==> config.mk <==
export PLATFORM = sky130hd
export DESIGN_NAME = shift_arbiter
export DESIGN_NICKNAME = d
export VERILOG_FILES = /design/src/rtl/shift_arbiter.sv
export SDC_FILE = /design/constraint.sdc
export NUM_CORES = 1
export LEC_CHECK = 0
export CORE_ASPECT_RATIO = 0.5
export CORE_MARGIN = 1.5
export CORE_UTILIZATION = 60
export CTS_BUF_LIST = sky130_fd_sc_hd__clkbuf_8
export CTS_CLUSTER_DIAMETER = 200
export DETAILED_ROUTE_END_ITERATION = 16
export DONT_BUFFER_PORTS = 1
export MAX_ROUTING_LAYER = met4
export PLACE_DENSITY_LB_ADDON = 0.3
export SYNTH_ARGS = -nofsm -noshare
export SYNTH_HDL_FRONTEND = slang
export SYNTH_SLANG_ARGS = --single-unit
==> constraint.sdc <==
create_clock -name clk -period 2.85 [get_ports clk]
set_input_delay 0.1425 -clock clk [delete_from_list [all_inputs] [get_ports clk]]
set_output_delay 0.1425 -clock clk [all_outputs]
set_load 0.05 [all_outputs]
==> src/rtl/shift_arbiter.sv <==
// Two-requester round-robin front end for one 16-bit shifter.
// Operands and result are registered; results return on per-requester channels.
module shift_arbiter #(
    parameter logic RR_INIT = 1'b0
) (
    input  logic        clk,
    input  logic        rst_n,
    input  logic        req0_valid,
    output logic        req0_ready,
    input  logic [15:0] req0_data,
    input  logic [3:0]  req0_amt,
    input  logic [1:0]  req0_mode,
    input  logic        req1_valid,
    output logic        req1_ready,
    input  logic [15:0] req1_data,
    input  logic [3:0]  req1_amt,
    input  logic [1:0]  req1_mode,
    output logic        rsp0_valid,
    input  logic        rsp0_ready,
    output logic        rsp1_valid,
    input  logic        rsp1_ready,
    output logic [15:0] rsp_data,
    output logic        busy,
    output logic        grant_id
);

    typedef enum logic [1:0] {
        IDLE,
        SHIFT,
        RESP
    } state_t;

    state_t      state;
    logic [15:0] data_q;
    logic [3:0]  amt_q;
    logic [1:0]  mode_q;
    logic [15:0] result_q;
    logic        last_grant;
    logic        win;
    logic        idle;
    logic        take;
    logic        rsp_take;
    logic [15:0] shifted;
    logic [31:0] rot;

    assign idle = (state == IDLE);

    // Contention goes to whoever did not own the previous operation.
    always_comb begin
        win = req1_valid;
        if (req0_valid && req1_valid)
            win = ~last_grant;
    end

    assign req0_ready = idle && req0_valid && !win;
    assign req1_ready = idle && req1_valid && win;
    assign take       = req0_ready || req1_ready;
    assign rsp_take   = grant_id ? rsp1_ready : rsp0_ready;

    assign rot = {data_q, data_q} >> amt_q;

    always_comb begin
        shifted = data_q;
        unique case (mode_q)
            2'b00: shifted = data_q << amt_q;
            2'b01: shifted = $unsigned($signed(data_q) >>> amt_q);
            2'b10: shifted = rot[15:0];
            2'b11: shifted = data_q;
        endcase
    end

    assign busy       = !idle;
    assign rsp0_valid = (state == RESP) && !grant_id;
    assign rsp1_valid = (state == RESP) && grant_id;
    assign rsp_data   = result_q;

    always_ff @(posedge clk or negedge rst_n) begin
        if (!rst_n) begin
            state      <= IDLE;
            data_q     <= '0;
            amt_q      <= '0;
            mode_q     <= '0;
            result_q   <= '0;
            grant_id   <= RR_INIT;
            last_grant <= ~RR_INIT;
        end else begin
            unique case (state)
                IDLE: begin
                    if (take) begin
                        data_q   <= win ? req1_data : req0_data;
                        amt_q    <= win ? req1_amt  : req0_amt;
                        mode_q   <= win ? req1_mode : req0_mode;
                        grant_id <= win;
                        state    <= SHIFT;
                    end
                end
                SHIFT: begin
                    result_q <= shifted;
                    state    <= RESP;
                end
                RESP: begin
                    if (rsp_take) begin
                        last_grant <= grant_id;
                        state      <= IDLE;
                    end
                end
                default: state <= IDLE;
            endcase
        end
    end

endmodule
==> qor.yml, run 1 <==
grt_usage_pct: 41.3
cap_violations: 0
critPathSlowestCell: "dfrtp_2"
status: "complete, no violations"
gp_congestion: 1.10
drt-pass1-iter-count: 7
finalSetupViolCount: 0
layout.cells.non_filler: 490
worst_hold_path_type: "input port to flop"
grt_start_max_net_pins: 46
antenna_found_initial: 0
io_pins: 72
port_buffers: 0
yosysTopAreaCellShare_pct: 26.3
dp_hpwl_um: 9250
fill_cells: 479
clock_skew_ns: 0.00351
cts_root_buffer: "clkbuf_8"
die_w_um: 117
async_flop_share_pct: 100
routed_wirelength_um: 13200
drt_iter0_drc: 502
postRouteAntennaNets: 0
final-max-slew-violation-count: 0
tns_ns: 0
cts_resized: 0
clockBufferDepth: 2
relSlewSlack_pct: 40.1
avgSynthCellArea_um2: 9.37
fin_crit_sh_pct: 90.8
std_cell_rows: 20
grt_pass1_vias: 3496
hold_viol: 0
period_minus_slack_ns: 2.59
arrival_ns: 2.79
dp.cells: 479
die_area_mm2: 0.00703
synth.cell_area_mm2: 0.00391
regArea_mm2: 0.00105
final_util_pct: 64.9
endpoint_kind: "flop"
postLayoutCellArea_mm2: 0.00401
cp-start-kind: "flop"
tightest_slew_ns: 0.893
die_y_um: 60.1
grt-ovfl-total: 0
clk_pin_slew_ns: 0.09
crit_type: "flop to flop"
yosysMostFrequentCell: "nor2_1"
ys_ff_latch: 42
crit_required_ns: 3.05
synth_edf_count: 0
synth_area_leader_cell: "dfrtp_1"
htree_levels: 2
vias: 3681
yosys_most_used_dff: "dfrtp_1"
final_nets: 451
clock-sinks: 42
syn_inst: 417
rsz0062_at_grt: "no"
netlist_top_cells_count: "nor2_1 (52), mux2i_1 (44), dfrtp_1 (41)"
wl_per_cell_um: 26.9
synth_cell_types: 57
multi_input_area_mm2: 0.00255
grt_pass1_wl_um: 20100
area_growth_pct: 2.66
slowest_delay_ns: 0.78
path_delay_family: "compound AO/OA/AOI/OAI gates"
syn_nets: 467
worst-path-buf-inv: 2
insertion_delay_ns: 0.31
drive_gt1_share_pct: 16.9
max_freq_mhz: 387
cts_tree: "done"
drcViolationCount: 0
synth-seq-area-share_pct: 26.9
drt-vias-per-instance: 7.51
synth_area_leaders: "dfrtp_1 (26%), mux2i_1 (11%), mux4_2 (7.5%), mux2_2 (5.5%), mux4_1 (5.4%)"
crit_chain: "buf_4, buf_4, mux2i_1, mux2i_1, a221oi_1, o221ai_1, o32a_1"
cts_made_buffers: 5
path_max_fanout: 25
yosys_warnings: 0
core_mm2: 0.00618
start_util_pct: 63.2
antennaDiodeCount: 0
place_area_mm2: 0.00386
==> routing by layer <==
metal	GRT usage [%]	routed length [µm]	share of wire, %
met5	-	0	0
met4	9.12	347	2.6
met3	20.3	2260	17
met2	54.6	5140	39
met1	56.4	5420	41
==> cells by family (layout without fill, tap and decap cells) <==
group / count (synthesis) / in the layout / synth area share, %
and+or+nand+nor: 128 / 128 / 15.2
xor gates and xnor gates: 1 / 1 / 0.224
AOI/OAI and AO/OA: 116 / 116 / 20.1
DFF: 42 / 42 / 26.9
muxes: 84 / 84 / 29.6
buffers and inverters: 46 / 31 / 7.85
==> through the flow <==
stage          worst slack [ns]  hold slack, ns
5_1_grt                  0.0451          0.0457
3_3_place_gp              0.377          -0.152
6_report                  0.263          0.0431
3_5_place_dp              0.284          -0.152
4_1_cts                   0.281          0.0425
2_1_floorplan             0.934          -0.153
==> layout make-up <==
| cell class | count | share of cell area (%) |
|---|---|---|
| clock buffers | 5 | 1.72 |
| inverters | 2 | 0.187 |
| well taps | 88 | 2.75 |
| repair buffers | 21 | 4.37 |
| clock inverters | 3 | 1.03 |
| multi-input cells | 329 | 63.7 |
| flip-flops and latches | 42 | 26.3 |
==> flip-flops by register name (all words and copies together), names as in the netlist <==
name	cells
data_q	16
rsp_data	16
amt_q	4
mode_q	2
state	2
grant_id	1
last_grant	1
==> final timing paths <==
path,from,to,slack [ns],depth (start not counted)
worst min-delay path,req0_data[6],data_q[6],0.04,2
max in group asynchronous,rst_n,last_grant,2.30,2
min in group asynchronous,rst_n,data_q[13],0.29,2
worst max register to register,amt_q[0],rsp_data[10],0.26,7
worst min register to register,last_grant,last_grant,0.56,2
worst max-delay path,amt_q[0],rsp_data[10],0.26,7
==> placed cells by master (no fill, tap or decap), types with 2 or more instances in the layout <==
master | netlist | routed
nor3b_1 | 3 | 3
o221ai_1 | 3 | 3
and2_1 | 5 | 5
o2bb2ai_1 | 2 | 2
o21ai_0 | 10 | 10
dlygate4sd3_1 | 0 | 2
nand2b_1 | 10 | 10
a211oi_1 | 2 | 2
a221oi_1 | 7 | 7
a21o_1 | 2 | 2
o21ai_1 | 2 | 2
mux2i_1 | 44 | 44
o211ai_1 | 4 | 4
o32a_1 | 6 | 6
clkbuf_8 | 0 | 5
inv_1 | 1 | 2
o31ai_1 | 2 | 2
nor2b_1 | 9 | 9
or3_1 | 2 | 2
o41ai_1 | 2 | 2
nand3b_1 | 2 | 2
mux2_2 | 19 | 19
nor2_1 | 52 | 51
o22ai_1 | 8 | 8
a211o_1 | 3 | 3
or2_2 | 2 | 2
nor3_1 | 9 | 9
nand3_1 | 2 | 2
mux4_2 | 13 | 13
buf_4 | 6 | 18
a21oi_1 | 40 | 40
a31oi_1 | 6 | 6
nand2_1 | 29 | 29
dfrtp_1 | 41 | 40
o22a_1 | 3 | 3
a22oi_1 | 2 | 2
a32oi_1 | 2 | 2
mux4_1 | 8 | 8
==> what timing repair did <==
item / in CTS / in global routing
setup buffers: 0 / 0
hold endpoints to repair: 43 / 0
hold buffers: 3 / 0
Power of run 1 is left out: the tool's default activity adds up to more than one toggle a clock period on the data nets, which glitch-free logic cannot reach.
==> run 2, diff against run 1 <==
ABC_AREA = 1   (was default)
PLACE_DENSITY = 0.84   (was default)
PLACE_DENSITY_LB_ADDON = default   (was 0.3)
clock period = 3.1 ns   (was 2.85 ns; I/O delays follow)
==> run 2 against run 1 <==
Compared with the run above:
- via count increased by 8.5%
- area after synthesis decreased by 11%
- die area decreased by 10%
- worst hold slack got worse by 0.040 ns
- flip-flop and latch count unchanged
- global-route usage decreased by 3.6 points
- fmax decreased by 7.1%
- non-clock buffer count increased by 9
- utilization increased by 3.9 points
- register-to-register slack improved by 0.05 ns
- clock skew increased by 0.020 ns
- first-iteration DRC count increased by 21%
- critical endpoint is now data_q[10]
==> qor.yml, run 2 <==
r2r_start: "state[0]"
vias: 3994
critPathSlowestCell: "dlygate4sd3_1"
insertion_delay_ns: 0.32
relSlewSlack_pct: 40.5
path_depth: 8
worstSetupStartpoint: "state[0]"
port_buffers: 0
tns_ns: 0
synth_area_leader_cell: "dfrtp_1"
cts_tree: "done"
syn_inst: 576
area_growth_pct: 9.18
arrival_ns: 2.98
syn_nets: 626
async_flop_share_pct: 100
wl_per_cell_um: 17.2
hp-start: "req0_data[15]"
start_util_pct: 63.0
synth_cell_types: 31
netlist_top_cells_count: "nand2_1 (213), nand3_1 (93), nor2_1 (63)"
drt_iter0_drc: 607
die_area_mm2: 0.00631
crit_required_ns: 3.29
routed_wirelength_um: 11300
final-max-slew-violation-count: 0
clk_pin_slew_ns: 0.08
cts_resized: 0
htree_levels: 2
ys_ff_latch: 42
reg2reg_depth: 8
clock-sinks: 42
drt-vias-per-instance: 6.08
synth.cell_area_mm2: 0.00349
path_delay_family: "buffers and inverters"
drt-pass1-iter-count: 6
gp_congestion: 1.00
final_nets: 633
worst_slack_ns: 0.314
dp_hpwl_um: 7880
cts_made_buffers: 5
layout_common_cells: "nand2_1 (213), nand3_1 (93), nor2_1 (63)"
final_common_cell: "nand2_1"
period_minus_slack_ns: 2.79
yosysMostFrequentCell: "nand2_1"
grt_start_max_net_pins: 46
whs_endpoint: "data_q[15]"
grt-ovfl-total: 0
rrSetupSlack_ns: 0.31
grt_pass1_vias: 3585
finalSetupViolCount: 0
r2r-end: "data_q[10]"
fin_crit_sh_pct: 89.9
cp-start-kind: "flop"
crit_chain: "nor2_1, inv_1, nor2_1, buf_4, inv_1, nand2_2, a31oi_1, dlygate4sd3_1"
max_freq_mhz: 359
postRouteAntennaNets: 0
min_path_cells: 2
die_y_um: 56.9
antennaDiodeCount: 0
use_met3_pct: 15.6
io_pins: 72
grt_usage_pct: 37.8
yosys_warnings: 0
post-place-ws_ns: 0.966
synth-seq-area-share_pct: 30.2
worst-path-buf-inv: 4
drcViolationCount: 0
avgSynthCellArea_um2: 6.06
grt_pass1_wl_um: 17900
status: "complete, no violations"
synth_area_leaders: "dfrtp_1 (29%), nand2_1 (23%), nand3_1 (13%), nor2_1 (6.8%), a21oi_1 (5.7%)"
antenna_found_initial: 0
crit_type: "flop to flop"
grtUsageMet1_pct: 54.1
clock_skew_ns: 0.0240
rsz0062_at_grt: "no"
drive_gt1_share_pct: 8.73
cts_root_buffer: "clkbuf_8"
use_met2_pct: 50.4
tightest_slew_ns: 0.889
core_mm2: 0.00554
path_max_fanout: 45
endpoint_kind: "flop"
grt.busiest_layer: "met1"
die_w_um: 111
hold_viol: 0
synth_edf_count: 0
slowest_delay_ns: 0.61
yosysTopAreaCellShare_pct: 29.4
yosys_most_used_dff: "dfrtp_1"
clockBufferDepth: 2
worst_hold_path_type: "input port to flop"
cap_violations: 0
std_cell_rows: 19
==> run 2: changes by cell type after synthesis, moves of 17 or more <==
| cell | change |
|---|---|
| nand2_1 | +184 |
| nand3_1 | +91 |
| mux2i_1 | -44 |
| mux2_2 | -19 |
| a31oi_1 | +17 |
| inv_1 | +17 |
==> run 2: worst max-delay path by stage <==
stage | slack (ns) | to
after floorplan | 0.91 | data_q[15]
after global placement | 1.07 | amt_q[2]
after detailed placement | 0.97 | data_q[2]
after CTS | 0.45 | data_q[10]
after global routing | 0.13 | data_q[5]
final | 0.31 | data_q[10]
==> run 2: logic make-up (layout without fill, tap and decap cells) <==
logic type | Yosys count | after routing | share of synthesized area, %
AO/OA/AOI/OAI | 82 | 82 | 13.1
AND/OR/NAND/NOR | 397 | 397 | 48.8
buffers and inverters | 55 | 63 | 7.96
flip-flops | 42 | 42 | 30.2
==> run 2: cell type report <==
class	instances	area [µm²]
fillers	512	1730
clock buffers	5	68.8
repair buffers	30	295
flip-flops and latches	42	1050
multi-input cells	479	2160
clock inverters	3	43.8
well taps	73	91.3
inverters	25	98.8
==> run 2: layer usage <==
metal | vias to the layer above | wire length, µm | share of wire (%)
li1 | 1908 | - | -
met1 | 1794 | 5060 | 45
met2 | 279 | 4370 | 39
met3 | 13 | 1760 | 16
met4 | 0 | 108 | 0.96
met5 | - | 0 | 0
==> run 2: through the flow <==
step                      util [%]  std cells  hold slack [ns]  area, µm²
after detailed placement      62.2        625           -0.140       3450
after global routing          68.8        657       -0.0000586       3810
after CTS                     68.2        654         0.000207       3780
final                         68.8        657          0.00359       3810
after floorplan                  -        576           -0.141       3490
after global placement        62.2        625           -0.140       3450
==> run 2: worst register-to-register path, stage by stage, from the launching register on <==
cell	delay [ns]
dfrtp_1	0.40
nor2_1	0.16
inv_1	0.26
nor2_1	0.17
buf_4	0.21
inv_1	0.08
nand2_2	0.56
a31oi_1	0.21
dlygate4sd3_1	0.61
==> run 2: timing repair <==
| item | CTS | global route |
|---|---|---|
| hold buffers | 21 | 3 |
| setup buffers | 0 | 0 |
| endpoints found under the hold margin | 55 | 3 |
| endpoints found under the setup margin | 0 | 0 |
Power of run 2 is left out for the same reason.
==> run 3, diff against run 2 <==
CORE_UTILIZATION = 40   (was 60)
PLACE_DENSITY = 0.62   (was 0.84)
==> run 3 against run 2 <==
Compared with the run above:
- utilization shrank 21 points
- first-iteration DRC count shrank 28%
- die area grew 48%
- final cell count grew 7.5%
- sequential share of layout area shrank 1.1 points
- register-to-register slack gained 0.26 ns
- critical endpoint is now data_q[7]
- flip-flop and latch count is the same
- global-route usage shrank 10 points
- count of clock-buffer cells in the layout is the same
- critical path type unchanged
- critical path depth is the same
- fmax grew 10%
==> qor.yml, run 3 (same netlist as run 2, synthesis figures left out) <==
io_pins: 72
core_mm2: 0.00823
htree_levels: 2
postRouteAntennaNets: 0
rsz0062_at_grt: "no"
insertion_delay_ns: 0.30
arrival_ns: 2.77
path_max_fanout: 45
cp-start-kind: "flop"
die_w_um: 135
port_buffers: 0
crit_type: "flop to flop"
dp_hpwl_um: 8940
layout.cells.non_filler: 706
layout_common_cells: "nand2_1 (213), nand3_1 (93), nor2_1 (63)"
antennaDiodeCount: 0
worst_hold_path_type: "input port to flop"
antenna_found_initial: 0
status: "complete, no violations"
clk_pin_slew_ns: 0.09
clock_skew_ns: 0.0113
area_growth_pct: 13.6
tns_ns: 0
fill_cells: 921
grt_start_max_net_pins: 46
post_cts_buffers: 0
cts_resized: 0
endpoint_kind: "flop"
drcViolationCount: 0
vias: 3991
grt_pass1_vias: 3490
drt_iter0_drc: 439
start_util_pct: 42.4
place_area_mm2: 0.00349
die_y_um: 69.0
cts_root_buffer: "clkbuf_8"
clock-sinks: 42
max_freq_mhz: 396
hold_viol: 0
dp.cells: 664
crit_required_ns: 3.34
cts_made_buffers: 5
grt_pass1_wl_um: 19100
grt-ovfl-total: 0
final-max-slew-violation-count: 0
finalSetupViolCount: 0
fin_crit_sh_pct: 81.5
drt-pass1-iter-count: 5
final_nets: 643
r2r_start: "state[1]"
cts_tree: "done"
final_common_cell: "nand2_1"
tightest_slew_ns: 0.965
drt-vias-per-instance: 5.65
routed_wirelength_um: 12300
postLayoutCellArea_mm2: 0.00396
die_area_mm2: 0.00932
std_cell_rows: 23
grt_usage_pct: 27.4
period_minus_slack_ns: 2.53
relSlewSlack_pct: 35.6
worstSetupStartpoint: "state[1]"
cap_violations: 0
final_util_pct: 48.1
wl_per_cell_um: 17.4
hp-start: "req0_data[5]"
gp_congestion: 1.01
drive_gt1_share_pct: 8.42
clockBufferDepth: 2
run 3: final timing paths:
kind	depth (start not counted)	endpoint	slack, ns
max reg2reg	8	data_q[7]	0.57
max	8	data_q[7]	0.57
min in group asynchronous	2	data_q[14]	0.35
min reg2reg	2	last_grant	0.50
min	2	data_q[5]	0.01
max in group asynchronous	2	last_grant	2.49
run 3: timing repair:
action / 4_1_cts / 5_1_grt
setup endpoints to repair: 0 / 0
hold endpoints to repair: 58 / 1
hold buffers: 33 / 1
run 3: area by class of cell:
class / instances / area [µm²] / share of cell area, %
inverters: 25 / 98.8 / 2.49
repair buffers: 40 / 403 / 10.2
multi-input cells: 479 / 2160 / 54.5
clock buffers: 5 / 68.8 / 1.74
well taps: 112 / 140 / 3.54
clock inverters: 3 / 41.3 / 1.04
flip-flops and latches: 42 / 1050 / 26.6
run 3: routing by layer:
metal	routed length (µm)	GRT usage, %
met1	6320	43.7
met2	4760	35.0
met3	1110	6.03
met4	69	3.70
met5	0	-
run 3: stage by stage:
step                      hold slack (ns)  worst slack (ns)
after floorplan                    -0.141             0.910
after global placement             -0.139              1.06
after detailed placement           -0.139              1.12
after CTS                        0.000695             0.581
after global routing              0.00357             0.310
final                             0.00967             0.575
run 3: worst max-delay path, cell delays in order, from the launching register on:
cell and delay (ns):
dfrtp_1 0.39, nor2_1 0.16, inv_1 0.25, nor2_1 0.21
inv_1 0.08, nand2_2 0.55, nor2_1 0.09, a31oi_1 0.16
dlygate4sd3_1 0.57
Power of run 3 is left out for the same reason.
